**src/rtl/mem_write_b_ppx.sv**
```systemverilog
// B-matrix bank writer: scatters a streamed block across N2 banks into a
// ping/pong buffer half, with back-pressure while the target half is still full.
module mem_write_b_ppx #(
    parameter int N2           = 4,
    parameter int MATRIXSIZE_W = 16,
    parameter int ADDR_W       = 12,
    parameter int DATA_W       = 8
) (
    input  logic                    clk,
    input  logic                    rst,
    input  logic                    start,
    input  logic [MATRIXSIZE_W-1:0] M2,
    input  logic [MATRIXSIZE_W-1:0] BLOCK_WIDTHdN2,
    input  logic [MATRIXSIZE_W-1:0] BLOCK_NUM,
    input  logic                    valid_B,
    input  logic [DATA_W-1:0]       data_B,
    output logic                    ready_B,
    input  logic [1:0]              buf_release,
    output logic [ADDR_W-1:0]       wr_addr_B,
    output logic [DATA_W-1:0]       wr_data_B,
    output logic [N2-1:0]           activate_B,
    output logic [1:0]              buf_done,
    output logic                    busy,
    output logic                    done,
    output logic                    cfg_err
);
    localparam int COL_W = $clog2(N2);
    localparam int MW    = MATRIXSIZE_W;
    localparam logic [1:0] S_IDLE     = 2'd0;
    localparam logic [1:0] S_WRITE    = 2'd1;
    localparam logic [1:0] S_WAIT_BUF = 2'd2;
    localparam logic [MW-1:0] ONE_M  = {{(MW-1){1'b0}}, 1'b1};
    localparam logic [MW-1:0] ZERO_M = {MW{1'b0}};
    localparam logic [2*MW-1:0] HALF_WORDS = {{(2*MW-1){1'b0}}, 1'b1} << (ADDR_W-1);

    function automatic logic [N2-1:0] f_onehot(input logic [COL_W-1:0] idx);
        logic [N2-1:0] v;
        v      = {N2{1'b0}};
        v[idx] = 1'b1;
        return v;
    endfunction

    logic [1:0]        r_state;
    logic [MW-1:0]     r_cfg_m2, r_cfg_bw, r_cfg_bn;
    logic [COL_W-1:0]  r_col;
    logic [MW-1:0]     r_phase, r_row, r_blk, r_off;
    logic              r_buf_sel;
    logic [1:0]        r_full;
    logic [1:0]        r_buf_done;
    logic              r_done, r_cfg_err;
    logic [ADDR_W-1:0] r_wr_addr;
    logic [DATA_W-1:0] r_wr_data;
    logic [N2-1:0]     r_activate;

    logic              w_accept, w_last_col, w_last_phase, w_last_row, w_last_blk, w_blk_end;
    logic [1:0]        w_full_rel, w_set_mask;
    logic [MW-1:0]     w_sum;
    logic [ADDR_W-1:0] w_addr;
    logic [2*MW-1:0]   w_prod;
    logic              w_cfg_bad;

    assign w_accept     = valid_B && (r_state == S_WRITE);
    assign w_last_col   = (r_col == COL_W'(N2-1));
    assign w_last_phase = (r_phase == (r_cfg_bw - ONE_M));
    assign w_last_row   = (r_row == (r_cfg_m2 - ONE_M));
    assign w_last_blk   = (r_blk == (r_cfg_bn - ONE_M));
    assign w_blk_end    = w_accept && w_last_col && w_last_phase && w_last_row;
    assign w_full_rel   = r_full & ~buf_release;
    assign w_set_mask   = w_blk_end ? (r_buf_sel ? 2'b10 : 2'b01) : 2'b00;
    // r_off carries phase*M2, so the bank address needs only an adder
    assign w_sum        = r_row + r_off;
    assign w_addr       = {r_buf_sel, w_sum[ADDR_W-2:0]};
    assign w_prod       = {ZERO_M, M2} * {ZERO_M, BLOCK_WIDTHdN2};
    assign w_cfg_bad    = (M2 == ZERO_M) || (BLOCK_WIDTHdN2 == ZERO_M) ||
                          (BLOCK_NUM == ZERO_M) || (w_prod > HALF_WORDS);

    assign ready_B    = (r_state == S_WRITE);
    assign busy       = (r_state != S_IDLE);
    assign wr_addr_B  = r_wr_addr;
    assign wr_data_B  = r_wr_data;
    assign activate_B = r_activate;
    assign buf_done   = r_buf_done;
    assign done       = r_done;
    assign cfg_err    = r_cfg_err;

    // Control FSM, nested counters and ping/pong full tracking
    always_ff @(posedge clk) begin
        if (rst) begin
            r_state    <= S_IDLE;
            r_cfg_m2   <= ZERO_M;
            r_cfg_bw   <= ZERO_M;
            r_cfg_bn   <= ZERO_M;
            r_col      <= {COL_W{1'b0}};
            r_phase    <= ZERO_M;
            r_row      <= ZERO_M;
            r_blk      <= ZERO_M;
            r_off      <= ZERO_M;
            r_buf_sel  <= 1'b0;
            r_full     <= 2'b00;
            r_buf_done <= 2'b00;
            r_done     <= 1'b0;
            r_cfg_err  <= 1'b0;
        end else begin
            r_buf_done <= 2'b00;
            r_done     <= 1'b0;
            r_cfg_err  <= 1'b0;
            r_full     <= w_full_rel | w_set_mask;
            case (r_state)
                S_IDLE: begin
                    if (start && w_cfg_bad) begin
                        r_cfg_err <= 1'b1;
                    end else if (start) begin
                        r_cfg_m2  <= M2;
                        r_cfg_bw  <= BLOCK_WIDTHdN2;
                        r_cfg_bn  <= BLOCK_NUM;
                        r_col     <= {COL_W{1'b0}};
                        r_phase   <= ZERO_M;
                        r_row     <= ZERO_M;
                        r_blk     <= ZERO_M;
                        r_off     <= ZERO_M;
                        r_buf_sel <= 1'b0;
                        r_state   <= S_WRITE;
                    end else begin
                        r_state <= S_IDLE;
                    end
                end
                S_WRITE: begin
                    if (w_accept) begin
                        r_col <= w_last_col ? {COL_W{1'b0}} : r_col + {{(COL_W-1){1'b0}}, 1'b1};
                        if (w_last_col && w_last_phase) begin
                            r_phase <= ZERO_M;
                            r_off   <= ZERO_M;
                            r_row   <= w_last_row ? ZERO_M : r_row + ONE_M;
                        end else if (w_last_col) begin
                            r_phase <= r_phase + ONE_M;
                            r_off   <= r_off + r_cfg_m2;
                        end else begin
                            r_phase <= r_phase;
                        end
                        if (w_blk_end) begin
                            r_buf_done[r_buf_sel] <= 1'b1;
                            r_buf_sel             <= ~r_buf_sel;
                            if (w_last_blk) begin
                                r_blk   <= ZERO_M;
                                r_done  <= 1'b1;
                                r_state <= S_IDLE;
                            end else begin
                                r_blk   <= r_blk + ONE_M;
                                r_state <= w_full_rel[~r_buf_sel] ? S_WAIT_BUF : S_WRITE;
                            end
                        end else begin
                            r_state <= S_WRITE;
                        end
                    end else begin
                        r_state <= S_WRITE;
                    end
                end
                S_WAIT_BUF: begin
                    if (!w_full_rel[r_buf_sel]) begin
                        r_state <= S_WRITE;
                    end else begin
                        r_state <= S_WAIT_BUF;
                    end
                end
                default: r_state <= S_IDLE;
            endcase
        end
    end

    // Bank write port, launched one cycle after each accepted beat
    always_ff @(posedge clk) begin
        if (rst) begin
            r_wr_addr  <= {ADDR_W{1'b0}};
            r_wr_data  <= {DATA_W{1'b0}};
            r_activate <= {N2{1'b0}};
        end else if (w_accept) begin
            r_wr_addr  <= w_addr;
            r_wr_data  <= data_B;
            r_activate <= f_onehot(r_col);
        end else begin
            r_activate <= {N2{1'b0}};
        end
    end
endmodule

```
**config.mk**
```make
export PLATFORM = sky130hd
export DESIGN_NAME = mem_write_b_ppx
export DESIGN_NICKNAME = d
export VERILOG_FILES = /design/src/rtl/mem_write_b_ppx.sv
export SDC_FILE = /design/constraint.sdc
export NUM_CORES = 1
export LEC_CHECK = 0
export CAP_MARGIN = 15
export CORE_ASPECT_RATIO = 2
export CORE_UTILIZATION = 61
export DETAILED_ROUTE_END_ITERATION = 7
export PLACE_DENSITY = 0.79
export SLEW_MARGIN = 30
export SYNTH_ARGS = -nofsm -noshare
export SYNTH_HDL_FRONTEND = slang
export SYNTH_SLANG_ARGS = --single-unit
```
**constraint.sdc**
```tcl
create_clock -name clk -period 10.3 [get_ports clk]
set_input_delay 1.545 -clock clk [delete_from_list [all_inputs] [get_ports clk]]
set_output_delay 1.545 -clock clk [all_outputs]
set_load 0.02 [all_outputs]
```
==> results.json, run 1 <==
{
  "holdWs_ps": 452,
  "critPathMaxFanout": 31,
  "arrival_ps": 9980,
  "synth_edf_count": 0,
  "dieArea_um2": 30600,
  "grt_max_degree": 93,
  "synth_cells": 2264,
  "r2r_setup_slack_ps": 6060,
  "worst_slack_ps": 695,
  "critPathRequiredTime_ps": 10670,
  "cap_viol_max_count": 0,
  "synth_area_leader_cell": "fa_1",
  "synth_top_area_frac": 0.215,
  "cts_setup_buffers": 0,
  "vias": 16900,
  "grtUsageTotal": 0.392,
  "hold_path_depth": 2,
  "whs_endpoint": "wr_data_B[4]",
  "cts_max_path_buffers": 2,
  "r2r_end": "r_phase[7]",
  "synth.most_common_cell": "nand2_1",
  "multi_input_area_um2": 13700,
  "clock_sinks": 142,
  "slew_viol_final": 0,
  "switchingPower_mw": 4.15,
  "n_fill_cell": 2469,
  "drive_gt1_frac": 0.0642,
  "nNetsFinal": 2686,
  "hp-start": "wr_data_B[4]",
  "ios": 92,
  "ant_nets": 0,
  "n_antenna_cell": 0,
  "route.detailed.drc": 0,
  "slew_headroom": 0.298,
  "hold_viol": 0,
  "routed_via_density": 6.33,
  "htreeDepth": 4,
  "timing.setup.tns_ps": 0,
  "syn_avg_cell_area_um2": 8.04,
  "place_congestion": 0.998,
  "fin_crit_ps": 9610,
  "cts_root_buf": "clkbuf_16",
  "drt-initial-drc-count": 1065,
  "die-height_um": 246,
  "wl_per_cell_um": 21.4,
  "cts_tree": "done",
  "fp.dieW_um": 124,
  "grt_pass1_vias": 17600,
  "io_buffers": 91,
  "seqPwrFrac": 0.076,
  "cts_resized": 0,
  "switching_share": 0.571,
  "yosys.cell_types.count": 91,
  "async_flop_share": 0,
  "max_freq_ghz": 0.104,
  "rsz0062_at_grt": "false",
  "ys_seq_area_frac": 0.156,
  "clk_pin_slew_ps": 60,
  "rr_startpoint": "r_cfg_bw[0]",
  "stdcell_area_um2": 20100,
  "worst_slew_pin_slew_ps": 1050,
  "p_leak_nw": 8.83,
  "hpwl_um": 45600,
  "place_ws_ps": 329,
  "core_area_um2": 29400,
  "antenna_found_initial": 0,
  "synth_area_um2": 18200,
  "routed_wl_um": 57200,
  "std_cell_rows": 89,
  "seqCellArea_um2": 2840,
  "cellPowerDensity_nw_per_um2": 362,
  "p_clk_frac": 0.087,
  "synth.ff_latch_count": 142,
  "hold_path.class": "reg -> reg",
  "syn_nets": 2656,
  "yosys_warnings": 0,
  "grt_pass1_wl_um": 90100,
  "p_comb_frac": 0.837,
  "setup_viol": 0,
  "ys.flop_type": "dfxtp_1",
  "synth.top_cells.by_area": "fa_1 (22%), dfxtp_1 (16%), ha_1 (9.2%), nand2_1 (7.6%), inv_1 (5.6%)",
  "detailed_place.area_um2": 19500,
  "area_delta_synth_final_pct": 10.4,
  "outcome": "completed",
  "overflow": 0,
  "finalCritPeriodShare": 0.933,
  "numCtsBuffers": 17,
  "firstDrtPassIters": 7,
  "cts_hold_buf": 0,
  "start_kind": "primary input",
  "finClkSkew_ps": 8.67,
  "r2r_cells": 13,
  "ys_top_cells_by_count": "nand2_1 (367), inv_1 (274), fa_1 (196)",
  "crit_type": "in -> reg",
  "clk_latency_ps": 430,
  "fin_util": 0.684,
  "peakVddDrop_mv": 0.674,
  "start_util": 0.620,
  "p_int_mw": 3.12,
  "end_kind": "flop"
}
how the worst max path moves through the flow:
stage                  startpoint  cells after the start           to  slack (ps)
6_report                   M2[10]                     24     r_row[5]         690
5_1_grt        BLOCK_WIDTHdN2[12]                     24     r_row[4]         440
4_1_cts                    M2[10]                     24     r_row[5]         770
3_5_place_dp               M2[10]                     24     r_row[5]         330
3_3_place_gp   BLOCK_WIDTHdN2[12]                     24     r_row[4]         360
2_1_floorplan               M2[6]                     24  r_phase[14]        1890
cells by family (layout without fill, tap and decap cells):
kind of cell               after synthesis  count (layout)  share of synthesized area
adders and majority gates              330             330                      0.308
AOI/OAI and AO/OA                      423             423                      0.159
xor gates and xnor gates                76              76                     0.0365
DFF                                    142             142                      0.156
and+or+nand+nor                        849             849                      0.238
muxes                                   24              24                     0.0135
buffers and inverters                  420             463                     0.0898
cells in the final DEF (no fill, tap or decap), drive strengths merged, types with 30 or more instances in the layout:
master / instances
o21ai: 77
inv: 276
nand4: 30
and2: 120
a21oi: 139
nor2: 62
nand3: 53
dfxtp: 142
ha: 134
nand2: 367
clkdlybuf4s50: 90
nor3: 34
xnor2: 53
fa: 196
buf: 67
and3: 40
per-stage QoR:
step | total power [mW] | std cells
6_report | 7.27 | 2671
5_1_grt | 7.80 | 2671
4_1_cts | 7.15 | 2670
3_5_place_dp | 6.48 | 2638
3_3_place_gp | 6.48 | 2638
2_1_floorplan | 4.66 | 2264
critical path: stages:
cell and delay (ps):
clkdlybuf4s50_1 920, buf_4 240, nand2_1 70, fa_1 530
fa_1 520, inv_1 50, fa_1 470, fa_1 550
fa_1 560, inv_1 60, fa_1 540, inv_1 40
ha_1 440, a21oi_1 460, nor2_1 150, a2111oi_4 350
o2111ai_1 180, or3_1 380, or4_4 530, nor4_4 290
nand3_4 250, buf_4 350, a211oi_1 280, o221a_2 210
metal layers:
layer | share of wire | routed length [um] | track usage
met5 | 0 | 0 | 0
met4 | 0.11 | 6270 | 0.375
met3 | 0.043 | 2440 | 0.0586
met2 | 0.53 | 30200 | 0.709
met1 | 0.32 | 18200 | 0.358
flip-flops by register name, indices dropped and copies added (netlist names), 8 cells and up:
register	count
r_blk	16
r_cfg_bn	16
r_cfg_bw	16
r_cfg_m2	16
r_off	11
r_phase	16
r_row	16
wr_addr_B	12
wr_data_B	8
power groups by stage:
stage / logic [mW] / clock network [mW] / registers (mW)
final: 6.08 / 0.635 / 0.553
after global routing: 6.58 / 0.660 / 0.554
after CTS: 5.95 / 0.639 / 0.553
after detailed placement: 5.92 / 0 / 0.565
after global placement: 5.91 / 0 / 0.565
after floorplan: 4.09 / 0 / 0.567
cell type report:
class,count,area share
multi-input combinational,1702,0.683
sequential,142,0.141
timing repair buffer,157,0.0711
inverter,274,0.0512
tap,364,0.0227
clock buffer,20,0.0222
clock inverter,12,0.00797
No activity file was read; power rests on OpenSTA's default activity.
==> run 2, diff against run 1 <==
==> constraint.sdc (replaced) <==
create_clock -name clk -period 10.3 [get_ports clk]
set_input_delay 1.545 -clock clk [delete_from_list [all_inputs] [get_ports clk]]
set_output_delay 1.545 -clock clk [all_outputs]
set_load 0.01 [all_outputs]
==> results of run 2 <==
Same layout as run 1 (identical final DEF). Status: completed.
